--- config.mk ---
export PLATFORM = sky130hd
export DESIGN_NAME = product_accumulator
export DESIGN_NICKNAME = d
export VERILOG_FILES = /design/src/rtl/product_accumulator.sv
export SDC_FILE = /design/constraint.sdc
export NUM_CORES = 1
export LEC_CHECK = 0
export ABC_AREA = 1
export CORE_UTILIZATION = 50
export CTS_CLUSTER_SIZE = 28
export DETAILED_ROUTE_END_ITERATION = 16
export PLACE_DENSITY_LB_ADDON = 0.3
export SETUP_SLACK_MARGIN = 0.02
export SKIP_LAST_GASP = 1
export SYNTH_ARGS = -nofsm -noshare
export SYNTH_HDL_FRONTEND = slang
export SYNTH_SLANG_ARGS = --single-unit
export TNS_END_PERCENT = 30
--- constraint.sdc ---
create_clock -name clk -period 9.01 [get_ports clk]
set_input_delay 0.901 -clock clk [delete_from_list [all_inputs] [get_ports clk]]
set_output_delay 0.901 -clock clk [all_outputs]
set_load 0.03 [all_outputs]
--- src/rtl/product_accumulator.sv ---
// Frame accumulator: sums unsigned 16-bit products per frame with saturation,
// counts beats, and holds the registered result until downstream consumes it.
module product_accumulator #(
  parameter int ACC_W = 24,
  parameter int CNT_W = 8
) (
  input  logic             clk,
  input  logic             rst_n,
  input  logic [15:0]      in_data,
  input  logic             in_valid,
  input  logic             in_last,
  output logic             in_ready,
  output logic [ACC_W-1:0] out_sum,
  output logic [CNT_W-1:0] out_count,
  output logic             out_ovf,
  output logic             out_valid,
  input  logic             out_ready
);

  typedef enum logic [1:0] {IDLE, ACC, HOLD} state_t;

  localparam logic [ACC_W-1:0] ACC_MAX = '1;
  localparam logic [CNT_W-1:0] CNT_MAX = '1;

  state_t           state_reg, state_next;
  logic [ACC_W-1:0] acc_reg, acc_next, acc_base;
  logic [CNT_W-1:0] cnt_reg, cnt_next, cnt_base;
  logic             ovf_reg, ovf_next, ovf_base;
  logic [ACC_W:0]   sum_wide;
  logic             accept;

  logic [ACC_W-1:0] out_sum_reg;
  logic [CNT_W-1:0] out_count_reg;
  logic             out_ovf_reg;

  assign in_ready  = rst_n && (state_reg != HOLD);
  assign out_valid = (state_reg == HOLD);
  assign accept    = in_valid && in_ready;
  assign out_sum   = out_sum_reg;
  assign out_count = out_count_reg;
  assign out_ovf   = out_ovf_reg;

  always_comb begin
    state_next = state_reg;
    acc_next   = acc_reg;
    cnt_next   = cnt_reg;
    ovf_next   = ovf_reg;
    // A beat accepted in IDLE starts a fresh frame from a zero base.
    acc_base   = (state_reg == IDLE) ? '0   : acc_reg;
    cnt_base   = (state_reg == IDLE) ? '0   : cnt_reg;
    ovf_base   = (state_reg == IDLE) ? 1'b0 : ovf_reg;
    sum_wide   = {1'b0, acc_base} + (ACC_W+1)'(in_data);
    case (state_reg)
      IDLE, ACC: begin
        if (accept) begin
          acc_next   = sum_wide[ACC_W] ? ACC_MAX : sum_wide[ACC_W-1:0];
          ovf_next   = ovf_base | sum_wide[ACC_W];
          cnt_next   = (cnt_base == CNT_MAX) ? CNT_MAX : cnt_base + CNT_W'(1);
          state_next = in_last ? HOLD : ACC;
        end
      end
      HOLD: begin
        if (out_ready) state_next = IDLE;
      end
      default: state_next = IDLE;
    endcase
  end

  always_ff @(posedge clk or negedge rst_n) begin
    if (!rst_n) begin
      state_reg     <= IDLE;
      acc_reg       <= '0;
      cnt_reg       <= '0;
      ovf_reg       <= 1'b0;
      out_sum_reg   <= '0;
      out_count_reg <= '0;
      out_ovf_reg   <= 1'b0;
    end else begin
      state_reg <= state_next;
      acc_reg   <= acc_next;
      cnt_reg   <= cnt_next;
      ovf_reg   <= ovf_next;
      // Result registers capture the final values on the last-beat edge only.
      if (accept && in_last) begin
        out_sum_reg   <= acc_next;
        out_count_reg <= cnt_next;
        out_ovf_reg   <= ovf_next;
      end
    end
  end

endmodule

==> results.md <==
- Run status: finished clean
- RR Startpoint: state_reg[1]
- Internal power: 834.4 uW
- CTS Sinks: 68
- Final setup viols: 0
- Switch share: 46.59%
- I/O Buffers: 55
- Die X: 95.43 um
- WL met2: 5076 um
- Die Y: roughly 95 um
- CTS tree: done
- Die area: 9106 um^2
- Detail Route Antenna Nets: 0
- Clk buf depth: 2
- Post-CTS setup buffer count: 0
- Async set-reset flop share out of synthesis: 100.0%
- Slew Viols, Final: 0
- CP arrival: 3610 ps
- Clock power frac: roughly 15%
- Launch point of the worst path: rst_n
- Top cells by area, synth: dfrtp_1 39%, nand2_1 18%, inv_1 7.8%, nor2_1 6.0%, ha_1 4.9%
- Final Skew: 8.793 ps
- Site row count: 33
- Post-CTS Resized: 0
- Lkg Pwr: 2.696 nW
- Pwr Density: 302.8 nW/um^2
- Post-Synth Simple-Gate Area: 33.92%
- Share of layout cells above drive strength 1: 6.550%
- CORE AREA: approximately 8300 um^2
- Met1 WL: 5079 um
- Largest family of logic cells by synthesized area: simple AND/OR/NAND/NOR gates
- Synth Area in Adders: 5.333%
- Multi-input logic area: 2230 um^2
- Vias per cell: 5.251
- Syn Area/Cell: 6.960 um^2
- Setup repair after global routing missed its margin: false
- Critical Path Sink Type: flop
- Remaining DRCs: 0
- CP startpoint kind: input pin
- Peak supply drop: 0.1843 mV
- Post-Synthesis Cells: 627
- Seq. cell area: 1702 um^2
- Multiplexer share of the synthesized area: 0%
- Routed via count: 4159
- DPL Wire Length: 8084 um
- Synth Area in Compound Gates: 8.429%
- WP data required: slightly above 9000 ps
- First-pass GRT wire length: 18230 um
- Fmax: 0.2932 GHz
- Total grt overflow: 0
- CTS Buf Count: 9
- Flops & latches, synth: 68
- Top Ports: 56
- Tcrit/Tclk final: between 30% and 40%
- Max Used Layer: met4
- Synth cell types: 33
- All-Layer GR Usage: 26.41%
- Initial antenna violation count: 0
- NetSw: 727.7 uW
- Area Growth Syn to Fin: 18.21%
- Largest net degree at the start of global routing: 46
- Maxcap violations: 0
- Seq/Total Area, Yosys: 38.99%
- Commonest cells post-synth: 213 x nand2_1, 91 x inv_1, 70 x nor2_1
- Final nets: slightly above 700
- Clk Tree Root Cell: clkbuf_8
- Ant. Diodes: 0
- Xor/xnor share of the synthesized area: 3.412%
- Vias in the first global route: 3936
- Initial drt markers: 235
- Slew HR: 34.87%
- Warnings, synthesis: 0
- Total iterations of the first detailed-routing run: 5
- WL/cell: roughly 14 um
- Total Wirelength: 11030 um
- EDFF count, synth: 0
- Reg2reg path depth: 17
- # fillers: approximately 750
- Least-Margin Pin Slew: 975.8 ps
- Syn_nets: approximately 670
- Worst R2R Setup Slack: 5690 ps
- Met3 routed WL: 636 um
- Hold path depth: 2
- CP Max Fanout: 30
- Clk pin slew, worst setup/hold paths: 80 ps
- Cell with the most instances after synthesis: nand2_1
- DP Worst Slack: approximately 5200 ps
- Tmin final: 3410 ps
- CP endpoint: out_count[0]
- Clk Latency, worst-skew pair: 350 ps
- R2r endpoint: out_sum[9]
- Setup TNS: 0 ps
- Type of the most critical hold path: reg -> reg
- Placer Congestion: 0.9671
- Post-cts hold buffer count: 0
- Final Hold Fails: 0
- Flop pwr share: 31.1%
- Ys flop type: dfrtp_1
- Yosys top cell area share: 38.99%
- Type of the worst setup path: in -> reg
- Worst Hold Slack: 480.0 ps
- Combinational share of power: 54.2%
- Final setup margin: 5600 ps
- Synthesized area: 4364 um^2
- Area leader, netlist: dfrtp_1
- CTS HTree Levels: 3
- Initial core utilization: 52.33%
## worst max-delay path, stage by stage
cell,delay [ps]
buf_2,530
inv_1,130
nor2_2,170
nand2_1,140
nor2_4,400
inv_1,570
nor2_4,360
inv_1,90
o22ai_1,160
o21ai_0,120
## worst min-delay path by stage
stage                  endpoint         from  slack (ps)
finish              out_sum[23]  out_sum[23]         480
CTS                 out_sum[22]  out_sum[22]         490
floorplan               ovf_reg      ovf_reg         480
detailed placement  out_sum[23]  out_sum[23]         470
global route        out_sum[16]  out_sum[16]         500
global placement     out_sum[4]   out_sum[4]         460
## layout make-up
cell class              count  area share [%]
multi-input cells         451           43.22
flip-flops and latches     68           32.99
repair buffers             58           11.01
inverters                  94           6.840
well taps                 105           2.547
clock buffers              10           2.474
clock inverters             6          0.9217
## through the flow
stage          power [mW]  instances  cell area [um^2]  util (%)
2_1_floorplan       1.070        627              4364         -
3_3_place_gp        1.306        776              4984     59.75
3_5_place_dp        1.324        776              4984     59.75
4_1_cts             1.561        792              5159     61.85
5_1_grt             1.684        792              5159     61.85
6_report            1.562        792              5159     61.85
## placed cells by master (no fill, tap or decap), drive strengths merged, types with 10 or more instances in the layout
cell             n
nand2          216
inv             96
nor2            78
dfrtp           68
clkdlybuf4s50   54
nand3           40
o21ai           22
a21oi           22
ha              17
xor2            11
clkbuf          10
## cells by family after synthesis
kind of cell	after synthesis
compound gates	60
xor+xnor	17
fa+ha+maj	18
buf+inv	108
flops	68
simple gates	356
## power groups by stage
stage	registers (mW)	logic [mW]	clock network, mW
after floorplan	0.581	0.489	0
after global placement	0.487	0.819	0
after detailed placement	0.488	0.836	0
after CTS	0.485	0.842	0.234
after global routing	0.498	0.938	0.247
final	0.485	0.847	0.230
## routing by layer
metal / up-vias / GRT usage (%)
met3: 23 / 5.104
met1: 1944 / 35.69
met5: - / 0
li1: 2059 / -
met4: 0 / 9.577
met2: 133 / 42.14
(Power assumes the default switching activity.)
